**src/rtl/audio_dma.sv**
```systemverilog
// audio_dma: on an audio half-buffer trigger or a software kick, copies one
// half of the playback buffer from a circular source region in system RAM
// into the audio buffer RAM over the PicoRV32 native bus. A four-register
// slave window gives the CPU control and status.
module audio_dma #(
  parameter int unsigned HALF_WORDS = 1024,
  parameter logic [31:0] BUF_BASE   = 32'h0
) (
  input  logic        clk,
  input  logic        resetn,
  input  logic        enable,
  input  logic        mem_valid,
  output logic        mem_ready,
  input  logic [3:0]  mem_wstrb,
  input  logic [31:0] mem_wdata,
  input  logic [31:0] mem_addr,
  output logic [31:0] mem_rdata,
  output logic        m_valid,
  input  logic        m_ready,
  output logic [31:0] m_addr,
  output logic [3:0]  m_wstrb,
  output logic [31:0] m_wdata,
  input  logic [31:0] m_rdata,
  input  logic        trig_i,
  output logic        irq_o
);
  localparam int CW = (HALF_WORDS > 1) ? $clog2(HALF_WORDS) : 1;
  localparam logic [CW-1:0] CNT_LAST = CW'(HALF_WORDS - 1);

  typedef enum logic [2:0] {S_IDLE, S_RD, S_GAP1, S_WR, S_GAP2, S_DONE} state_t;
  state_t state_reg;

  logic          en_reg, khalf_reg, irqen_reg, ovr_reg, done_reg;
  logic [31:0]   src_base_reg;
  logic [15:0]   src_len_reg, off_reg;
  logic [CW-1:0] cnt_reg;
  logic          half_reg;
  logic [31:0]   data_reg;
  logic          trig_d_reg, edge_reg, kick_reg;

  logic        busy, slv_acc, slv_wr, src_wr, trig_fire, kick_fire, start;
  logic [15:0] off_inc, off_adv;
  logic [31:0] rd_word;
  logic        unused_ok;

  assign busy      = (state_reg == S_RD) || (state_reg == S_GAP1) ||
                     (state_reg == S_WR) || (state_reg == S_GAP2);
  // A request is taken once; the cycle carrying ready is not a new request.
  assign slv_acc   = mem_valid & enable & ~mem_ready;
  assign slv_wr    = slv_acc & (|mem_wstrb);
  assign src_wr    = slv_wr & ((mem_addr[3:2] == 2'd1) || (mem_addr[3:2] == 2'd2));
  assign trig_fire = edge_reg & en_reg;
  assign kick_fire = kick_reg & en_reg;
  assign start     = ~busy & (trig_fire | kick_fire);
  // Ring wrap; SRC_LEN==0 wraps naturally at the 16-bit overflow.
  assign off_inc   = off_reg + 16'd1;
  assign off_adv   = (off_inc == src_len_reg) ? 16'd0 : off_inc;
  assign irq_o     = done_reg & irqen_reg;
  assign unused_ok = &{1'b0, mem_addr[31:4], mem_addr[1:0]};

  function automatic logic [31:0] src_addr(input logic [31:0] base, input logic [15:0] off);
    return base + {14'd0, off, 2'b00};
  endfunction

  function automatic logic [31:0] buf_addr(input logic h, input logic [CW-1:0] c);
    return BUF_BASE + ((32'(h) * HALF_WORDS + 32'(c)) << 2);
  endfunction

  // Register read mux for the slave window.
  always_comb begin
    rd_word = 32'd0;
    case (mem_addr[3:2])
      2'd0: rd_word = {28'd0, irqen_reg, khalf_reg, 1'b0, en_reg};
      2'd1: rd_word = src_base_reg;
      2'd2: rd_word = {16'd0, src_len_reg};
      default: rd_word = {off_reg, 13'd0, done_reg, ovr_reg, busy};
    endcase
  end

  // Slave registers, trigger detection and the copy FSM; later assignments
  // give status sets priority over same-cycle W1C and give SRC writes
  // priority over the FSM's offset advance.
  always_ff @(posedge clk) begin
    if (!resetn) begin
      state_reg    <= S_IDLE;
      en_reg       <= 1'b0;
      khalf_reg    <= 1'b0;
      irqen_reg    <= 1'b0;
      ovr_reg      <= 1'b0;
      done_reg     <= 1'b0;
      src_base_reg <= 32'd0;
      src_len_reg  <= 16'd0;
      off_reg      <= 16'd0;
      cnt_reg      <= '0;
      half_reg     <= 1'b0;
      data_reg     <= 32'd0;
      trig_d_reg   <= 1'b0;
      edge_reg     <= 1'b0;
      kick_reg     <= 1'b0;
      mem_ready    <= 1'b0;
      mem_rdata    <= 32'd0;
      m_valid      <= 1'b0;
      m_addr       <= 32'd0;
      m_wstrb      <= 4'h0;
      m_wdata      <= 32'd0;
    end else begin
      trig_d_reg <= trig_i;
      edge_reg   <= trig_i & ~trig_d_reg;
      kick_reg   <= 1'b0;
      mem_ready  <= 1'b0;
      mem_rdata  <= 32'd0;

      if (slv_acc) begin
        mem_ready <= 1'b1;
        mem_rdata <= rd_word;
      end
      if (slv_wr) begin
        case (mem_addr[3:2])
          2'd0: if (mem_wstrb[0]) begin
            en_reg    <= mem_wdata[0];
            kick_reg  <= mem_wdata[1];
            khalf_reg <= mem_wdata[2];
            irqen_reg <= mem_wdata[3];
          end
          2'd1: begin
            for (int b = 0; b < 4; b++)
              if (mem_wstrb[b]) src_base_reg[8*b +: 8] <= mem_wdata[8*b +: 8];
            src_base_reg[1:0] <= 2'b00;
            off_reg           <= 16'd0;
          end
          2'd2: begin
            for (int b = 0; b < 2; b++)
              if (mem_wstrb[b]) src_len_reg[8*b +: 8] <= mem_wdata[8*b +: 8];
            off_reg <= 16'd0;
          end
          default: if (mem_wstrb[0]) begin
            if (mem_wdata[1]) ovr_reg  <= 1'b0;
            if (mem_wdata[2]) done_reg <= 1'b0;
          end
        endcase
      end

      case (state_reg)
        S_IDLE, S_DONE: begin
          state_reg <= S_IDLE;
          if (start) begin
            state_reg <= S_RD;
            half_reg  <= trig_fire ? 1'b0 : khalf_reg;
            cnt_reg   <= '0;
            m_valid   <= 1'b1;
            m_wstrb   <= 4'h0;
            m_addr    <= src_addr(src_base_reg, off_reg);
          end
        end
        S_RD: if (m_ready) begin
          data_reg  <= m_rdata;
          m_valid   <= 1'b0;
          state_reg <= en_reg ? S_GAP1 : S_IDLE;
        end
        S_GAP1: begin
          if (!en_reg) begin
            state_reg <= S_IDLE;
          end else begin
            state_reg <= S_WR;
            m_valid   <= 1'b1;
            m_wstrb   <= 4'hF;
            m_addr    <= buf_addr(half_reg, cnt_reg);
            m_wdata   <= data_reg;
          end
        end
        S_WR: if (m_ready) begin
          m_valid <= 1'b0;
          m_wstrb <= 4'h0;
          cnt_reg <= cnt_reg + 1'b1;
          if (!src_wr) off_reg <= off_adv;
          if (cnt_reg == CNT_LAST) begin
            done_reg  <= 1'b1;
            state_reg <= S_DONE;
          end else begin
            state_reg <= en_reg ? S_GAP2 : S_IDLE;
          end
        end
        S_GAP2: begin
          if (!en_reg) begin
            state_reg <= S_IDLE;
          end else begin
            state_reg <= S_RD;
            m_valid   <= 1'b1;
            m_wstrb   <= 4'h0;
            m_addr    <= src_addr(src_base_reg, off_reg);
          end
        end
        default: state_reg <= S_IDLE;
      endcase

      if ((busy && (trig_fire || kick_fire)) || (trig_fire && kick_fire))
        ovr_reg <= 1'b1;
    end
  end
endmodule

```
**config.mk**
```make
export PLATFORM = sky130hd
export DESIGN_NAME = audio_dma
export DESIGN_NICKNAME = d
export VERILOG_FILES = /design/src/rtl/audio_dma.sv
export SDC_FILE = /design/constraint.sdc
export NUM_CORES = 1
export LEC_CHECK = 0
export CORE_MARGIN = 8
export CORE_UTILIZATION = 35
export DETAILED_ROUTE_END_ITERATION = 12
export PLACE_DENSITY_LB_ADDON = 0.05
export SLEW_MARGIN = 0
export SYNTH_ARGS = -nofsm -noshare
export SYNTH_HDL_FRONTEND = slang
export SYNTH_SLANG_ARGS = --single-unit
```
**constraint.sdc**
```tcl
create_clock -name clk -period 6.4 [get_ports clk]
set_input_delay 0.96 -clock clk [delete_from_list [all_inputs] [get_ports clk]]
set_output_delay 0.96 -clock clk [all_outputs]
set_load 0.005 [all_outputs]
```
Yosys cells after proc, flatten, opt, wreduce, memory -nomap -nowiden:

Index checks and enable logic that the tools add are counted.

* bits in registers: 218
* bits of input ports: 106
* output and inout bits: 103
* word-level logic and storage cells: 146

* add/subtract/negate cells: 4
* eq/ne operators: 17
* multiplexer cells: 46
* bitwise gates (word level): 13
* reduce and logical (&&, ||, !) cells: 41

Operator list (count)
* one-hot mux 32 bit (3 select lines): 2
* two-way mux 16 bit: 6
* two-way mux 32 bit: 3
* adder 32 x 18 -> 32 bit: 1
* AND reduction 3 bit: 8
* two-way mux 10 bit: 2
* one-hot mux 10 bit (2 select lines): 1
* two-way mux 1 bit: 19
* adder 16 x 1 -> 16 bit (second input constant): 1
* equality test 16 bit: 1
* two-way mux 4 bit: 4
* one-hot mux 4 bit (4 select lines): 1
* AND reduction 4 bit: 4
* one-hot mux 3 bit (5 select lines): 1
* adder 11 x 10 -> 12 bit: 1
* two-way mux 3 bit: 4
* adder 10 x 1 -> 10 bit (second input constant): 1
* equality test 10 bit (second input constant): 1
* != test 2 bit (second input constant): 5
* AND reduction 2 bit: 5
* AND 1 bit: 9
* nonzero test 2 bit: 4
* OR reduction 2 bit: 4
* equality test 3 x 2 -> 1 bit (second input constant): 2
* other kinds (18): 31

Longest topological paths before layout:

Gate-level depths: netlist (run 1).

* word-level depth: 8
* mapped depth: 10
* mapped depth without buffers: 9

Least setup slack after synthesis (run 1):

No wires, ideal clock.

* path type: input port to flip-flop
* start point: input port mem_valid
* end point: register mem_rdata[18]
* arrival time: 2.612 ns
* path slack: 3.728 ns
* stages on the path: 8
* cells stage by stage: nand2_1 nor2_1 nand2_1 or2_2 clkbuf_1 nor2_1 clkbuf_1 a22o_1

* longest elaborated chain between the ends: 3

RTL lines
* start: declaration: RTL line 12 `input logic mem_valid,`
* AND 1 bit (2 in a row): RTL line 49 `assign slv_acc = mem_valid & enable & ~mem_ready;`
* AND reduction 2 bit (no line)
* end signal: assignment: RTL line 115 `mem_rdata <= rd_word;`
* end: declaration: RTL line 17 `output logic [31:0] mem_rdata,`

No other way between the ends.
A chain may end at the register's enable or synchronous reset.

Worst setup path in the final report (run 1):

* start point: register off_reg[0]
* end point: register off_reg[4]

* longest elaborated chain between the ends: 6

RTL lines
* start: declaration: RTL line 35 `logic [15:0] src_len_reg, off_reg;`
* start signal: assignment: RTL line 175 `if (!src_wr) off_reg <= off_adv;`
* adder 16 x 1 -> 16 bit (*): RTL line 56 `assign off_inc = off_reg + 16'd1;`
* equality test 16 bit: RTL line 57 `assign off_adv = (off_inc == src_len_reg) ? 16'd0 : off_inc;`
* two-way mux 16 bit (*): RTL line 57
* two-way mux 16 bit (*): RTL line 175
* two-way mux 16 bit (*): RTL line 171 `S_WR: if (m_ready) begin`
* two-way mux 16 bit (*): RTL line 143 `case (state_reg)`

Mark *: on every way between the ends. The rest lies on a longest branch, timed or not.

==> results of run 1 <==
[cell families (layout without fill, tap and decap cells)]
logic type                 after synthesis  after routing
and+or+nand+nor                        442            442
AOI/OAI and AO/OA                      269            269
DFF                                    213            213
buffers and inverters                   96            245
xor gates and xnor gates                52             52
muxes                                   35             35
adders and majority gates               23             23
other                                    1              2
[through the flow]
stage	util, %	std cells	cell area, sq um	hold WS, ns
after floorplan	-	1132	9489	0.3674
after global placement	42.62	1578	11420	0.3783
after detailed placement	42.62	1578	11420	0.3717
after CTS	45.99	1622	12320	0.3800
after global routing	45.99	1622	12320	0.3913
final	45.99	1622	12320	0.3801
[final timing paths]
path              start    endpoint  slack (ns)  cells past startpoint
max reg2reg  off_reg[0]  off_reg[4]        2.74                      8
min          trig_d_reg    edge_reg        0.38                      1
max          off_reg[0]  off_reg[4]        2.74                      8
min reg2reg  trig_d_reg    edge_reg        0.38                      1
[synthesized netlist by cell type (all sizes together) (10+ instances only)]
| cell | count |
|---|---|
| nor2 | 92 |
| xor2 | 26 |
| xnor2 | 26 |
| or4 | 21 |
| a22oi | 15 |
| a31o | 14 |
| ha | 22 |
| mux2i | 35 |
| nand4 | 10 |
| a21oi | 123 |
| nand3 | 61 |
| nand2 | 204 |
| o21ai | 42 |
| clkbuf | 64 |
| a22o | 18 |
| dfxtp | 213 |
| inv | 12 |
| buf | 20 |
[routing by layer]
layer	share of wire (%)	wire [um]	vias to the layer above
met3	7.3	2166	41
met5	0.12	37	-
met2	46	13730	229
met4	2.0	590	6
met1	44	13080	3864
li1	-	-	4227
[layout by cell type, fill, tap and decap left out, types with 15 or more instances in the layout]
master                            count
sky130_fd_sc_hd__a21oi_1            123
sky130_fd_sc_hd__a22o_1              18
sky130_fd_sc_hd__a22oi_1             15
sky130_fd_sc_hd__clkbuf_16           26
sky130_fd_sc_hd__clkdlybuf4s50_1    176
sky130_fd_sc_hd__dfxtp_1            213
sky130_fd_sc_hd__ha_1                22
sky130_fd_sc_hd__mux2i_1             35
sky130_fd_sc_hd__nand2_1            204
sky130_fd_sc_hd__nand3_1             60
sky130_fd_sc_hd__nor2_1              91
sky130_fd_sc_hd__o21ai_0             41
sky130_fd_sc_hd__or4_1               20
sky130_fd_sc_hd__xnor2_1             24
sky130_fd_sc_hd__xor2_1              26
[power by group through the flow]
stage	Combinational, mW	Sequential, mW	Clock, mW
final	0.122	1.34	1.55
after floorplan	0.0500	1.36	0
after detailed placement	0.121	1.37	0
after global routing	0.132	1.34	1.64
after global placement	0.123	1.37	0
after CTS	0.122	1.34	1.59
[final cells by class]
class,count,area (sq um)
clock buffers,33,706.9
clock inverters,11,193.9
well taps,341,426.7
flip-flops and latches,213,4264
multi-input cells,823,4826
inverters,12,47.55
fillers,2692,14480
repair buffers,189,1859
==> run summary, run 1 <==
Max-slew violation total from the final report -> 0
Antenna violations before repair -> 3
Dominant combinational cell family by area after synthesis -> simple AND/OR/NAND/NOR gates
Switching part of the total -> 21.41%
Antenna violation net count after detailed routing -> 0
Post-route setup TNS -> 0 ns
Synthesized instance count -> 1131
Worst EP required -> 6.83 ns
Part of the total power dissipated in the clock network -> 51.5%
Cell family with the largest share of critical-path delay -> compound AO/OA/AOI/OAI gates
Unrepaired setup endpoints after global routing -> no
Hold buffers post-CTS -> 0
Total die area -> 32630 sq um
Final Power -> 3.011 mW
Proportion of layout cells with a drive suffix above 1 -> 5.464%
Type of the worst setup path -> reg2reg
CTS tree -> yes
Placement row count -> 60
Cells taking the most area after synthesis -> sky130_fd_sc_hd__dfxtp_1 45%, sky130_fd_sc_hd__nand2_1 8.1%, sky130_fd_sc_hd__a21oi_1 6.5%, sky130_fd_sc_hd__mux2i_1 3.7%, sky130_fd_sc_hd__nor2_1 3.6%
Post-DR vias/cell -> 5.158
Die Span X -> 180.6 um
CTS buffer count -> 26
Final hold violation count -> 0
Final estimated routing congestion in global placement -> 0.7946
Setup WS post-layout -> 2.745 ns
Half-perimeter wire length after detailed placement -> 20790 um
Synth Warn # -> 0
Number of global-route vias before repair -> 8025
Top_reg_cell synth -> sky130_fd_sc_hd__dfxtp_1
Final cycle utilization of the critical path -> 57.11%
PostCTS Resize Cnt -> 0
Transition at the pin with the smallest max-transition slack -> 1.100 ns
Port bufs -> 176
Comb power frac -> 4.1%
Buffers from clock root to sink, at most -> 3
Compound-gate portion of the synthesized area -> 17.65%
Count of nets after finishing -> 1394
Die Height -> 180.6 um
Post-detailed-routing wire length -> 29610 um
Clock Latency Late Sink -> 0.53 ns
Post-CTS Setup Bufs -> 0
Overall overflow remaining after global route -> 0
Maximum frequency from static timing analysis -> 273.6 MHz
Part of the total power dissipated in sequential elements -> 44.4%
Share of cell area taken by muxes after synthesis -> 3.693%
Worst path cell trace -> ha_1 > xnor2_2 > xnor2_1 > a2111oi_0 > o2111ai_1 > nor4_4 > o21ai_0 > a31o_2
Met1 track demand over resource in global routing -> 21.90%
Unique cell type count in the Yosys netlist -> 68
Switching power of the nets -> 0.6446 mW
Portion of the post-synthesis area used by sequential elements -> 44.95%
Number of enable-type register cells in the synthesized netlist -> 0
Inserted Diodes -> 0
Worst slew slack as a fraction of its limit -> 26.40%
Global-route wire length before repair -> 46550 um
Xor and xnor fraction of the mapped netlist area -> 4.960%
Worst hold path class -> reg2reg
DRC violation count after routing -> 0
WL per Instance -> 18.25 um
Initial core utilization -> 35.39%
Cell area after synthesis -> 9485 sq um
Tot GR Track Use -> 17.43%
Largest fanout of any net on the critical path -> 18
Maximum number of pins on one net before global-route repair -> 69
Layout overhead on the synthesized area -> 29.93%
Adder-cell share of the synthesized area -> 3.113%
Endpoint class of the critical path -> register
Worst path buffer plus inverter count -> 0
Routed via count -> 8367
Number of max-capacitance violations reported -> 0
Clock tree root driver cell -> sky130_fd_sc_hd__clkbuf_16
Clk sinks -> 213
Synth top area share -> 44.95%
Met3 capacity usage during global routing -> 5.323%
Number of DRC markers in iteration 0 -> 483
Worst Skew -> 0.01731 ns
IR drop worst, VDD -> 0.1964 mV
Fraction of the mapped netlist area in simple logic gates -> 21.29%
Most area-hungry cell type in the Yosys netlist -> sky130_fd_sc_hd__dfxtp_1
Pwr dens -> 244.3 nW/um^2
Grt peak-use layer -> met2
Pleak -> 4.456 nW
Crit start category -> register
Critical Path AT -> 4.08 ns
Register bit count reported by yosys -> 213
Cell Int Power -> 2.366 mW
1st-pass router iterations -> 7
Highest cell delay on the worst timing path -> 0.96 ns
Clock-pin transition on the worst setup and hold timing paths -> 0.06 ns
Run status -> completed
Placeable core region -> 26800 sq um
Number of failing setup endpoints in the final timing report -> 0
Max H-tree Level -> 1
Critical Path Slowest Stage Cell -> sky130_fd_sc_hd__nor4_4
Post-synthesis average cell area -> 8.387 sq um
Synth async-reset ratio -> 0%
I/O pin count -> 209
Post-placement worst setup slack -> 2.433 ns
Post-layout min period -> 3.655 ns
Global-route met2 utilization -> 28.85%
Note: power is estimated with default switching activity, not from simulation.
==> run 2: changes to the inputs <==
- clock period: 6.4 -> 3.63 ns (I/O delays scaled with it)
==> run summary, run 2 (synthesized netlist as in run 1, its figures left out) <==
Proportion of layout cells with a drive suffix above 1 -> 6.332%
Most common cell after layout, fill and taps aside -> sky130_fd_sc_hd__dfxtp_1
Pwr dens -> 401.0 nW/um^2
Type of the worst setup path -> reg2reg
Hold path startpoint -> trig_d_reg
Antenna violations before repair -> 2
Worst path cell trace -> ha_1 > a211oi_1 > o21bai_1 > o311ai_0 > a21oi_1 > o21a_1 > or3_1 > a32o_1
Count of nets after finishing -> 1409
Number of max-capacitance violations reported -> 0
Placement row count -> 60
Antenna violation net count after detailed routing -> 0
Final cycle utilization of the critical path -> 85.30%
Worst hold path class -> reg2reg
Die Height -> 180.6 um
Unrepaired setup endpoints after global routing -> no
Worst slew slack as a fraction of its limit -> 46.06%
Number of global-route vias before repair -> 8179
Tot GR Track Use -> 17.48%
Maximum number of pins on one net before global-route repair -> 91
Post-detailed-routing wire length -> 29740 um
I/O pin count -> 209
Buffers from clock root to sink, at most -> 3
R2R Setup Slk -> 0.53 ns
Final hold violation count -> 0
1st-pass router iterations -> 5
Worst setup path end -> m_addr[17]
Number of cells on the worst reg-to-reg path -> 8
Max H-tree Level -> 1
Post-layout min period -> 3.096 ns
CTS buffer count -> 25
Depth of the critical timing path with buffers and inverters included -> 8
Most used cells in the layout excluding fill and tap cells -> 213 x sky130_fd_sc_hd__dfxtp_1, 204 x sky130_fd_sc_hd__nand2_1, 176 x sky130_fd_sc_hd__clkdlybuf4s50_1
Port bufs -> 176
Layout overhead on the synthesized area -> 29.82%
Final estimated routing congestion in global placement -> 0.8165
Highest cell delay on the worst timing path -> 0.54 ns
Largest fanout of any net on the critical path -> 7
Final Power -> 4.938 mW
Reg-to-reg startpoint -> off_reg[1]
Total die area -> 32630 sq um
Clock Latency Late Sink -> 0.51 ns
Max-slew violation total from the final report -> 0
CTS tree -> yes
Hold buffers post-CTS -> 0
Critical Path AT -> 3.50 ns
Global-route wire length before repair -> 46580 um
Maximum frequency from static timing analysis -> 323.0 MHz
Clock-pin transition on the worst setup and hold timing paths -> 0.06 ns
Worst path buffer plus inverter count -> 0
Die Span X -> 180.6 um
Clk sinks -> 213
Overall overflow remaining after global route -> 0
WL per Instance -> 18.18 um
FF-to-FF End -> m_addr[17]
Routed via count -> 8494
Half-perimeter wire length after detailed placement -> 21290 um
Critical Path Slowest Stage Cell -> sky130_fd_sc_hd__dfxtp_1
Initial core utilization -> 35.39%
Hold Slack -> 0.3845 ns
Endpoint class of the critical path -> register
IR drop worst, VDD -> 0.2358 mV
Post-CTS Setup Bufs -> 0
Worst Skew -> 0.009762 ns
DRC violation count after routing -> 0
Pleak -> 4.481 nW
Transition at the pin with the smallest max-transition slack -> 0.7978 ns
Start point of the critical path -> off_reg[1]
Crit start category -> register
Placeable core region -> 26800 sq um
Post-route setup TNS -> 0 ns
Inserted Diodes -> 0
Number of DRC markers in iteration 0 -> 588
Worst EP required -> 4.04 ns
Cell family with the largest share of critical-path delay -> compound AO/OA/AOI/OAI gates
Run status -> completed
Clock tree root driver cell -> sky130_fd_sc_hd__clkbuf_16
Post-DR vias/cell -> 5.192
Number of failing setup endpoints in the final timing report -> 0
PostCTS Resize Cnt -> 0
-- run 2: cell types whose count changed in the layout (fill, tap and decap cells not counted), moves of 2 or more --
cell and change:
sky130_fd_sc_hd__bufinv_16 -4, sky130_fd_sc_hd__buf_4 +15, sky130_fd_sc_hd__clkbuf_1 +2, sky130_fd_sc_hd__clkinv_2 +2
-- run 2: power by group --
part	switching (mW)	internal, mW	total, mW
Sequential	0.0117	2.35	2.36
Clock	0.970	1.39	2.36
Combinational	0.114	0.107	0.220
Total	1.10	3.84	4.94
-- run 2: worst min path at each step --
stage / end / slack, ns / depth (start not counted)
2_1_floorplan: edge_reg / 0.37 / 1
3_3_place_gp: edge_reg / 0.38 / 1
3_5_place_dp: edge_reg / 0.38 / 1
4_1_cts: edge_reg / 0.39 / 1
5_1_grt: edge_reg / 0.40 / 1
6_report: edge_reg / 0.38 / 1
-- run 2: stage by stage --
step                      instances  util [%]  cell area [sq um]  setup WS (ns)
final                          1636     45.95              12310         0.5337
after global routing           1636     45.95              12310         0.3274
after CTS                      1636     45.95              12310         0.5433
after detailed placement       1594     43.12              11560         0.5680
after global placement         1594     43.12              11560         0.5522
after floorplan                1132         -               9489          1.122
-- run 2: worst reg2reg max path, stage by stage, from the launching register on --
cell	delay, ns
sky130_fd_sc_hd__dfxtp_1	0.54
sky130_fd_sc_hd__ha_1	0.32
sky130_fd_sc_hd__a211oi_1	0.27
sky130_fd_sc_hd__o21bai_1	0.17
sky130_fd_sc_hd__o311ai_0	0.53
sky130_fd_sc_hd__a21oi_1	0.33
sky130_fd_sc_hd__o21a_1	0.27
sky130_fd_sc_hd__or3_1	0.31
sky130_fd_sc_hd__a32o_1	0.25
-- run 2: layer usage --
layer,up-vias,wire length [um],track usage [%]
met4,4,585,4.167
met1,3938,13090,21.56
li1,4264,-,-
met2,240,13870,29.42
met3,48,2177,5.242
met5,-,22,0
-- run 2: cell type report --
type / count / area [sq um]
fillers: 2692 / 14490
multi-input cells: 823 / 4826
flip-flops and latches: 213 / 4264
repair buffers: 205 / 1992
clock buffers: 34 / 689.4
well taps: 341 / 426.7
clock inverters: 8 / 68.82
inverters: 12 / 47.55
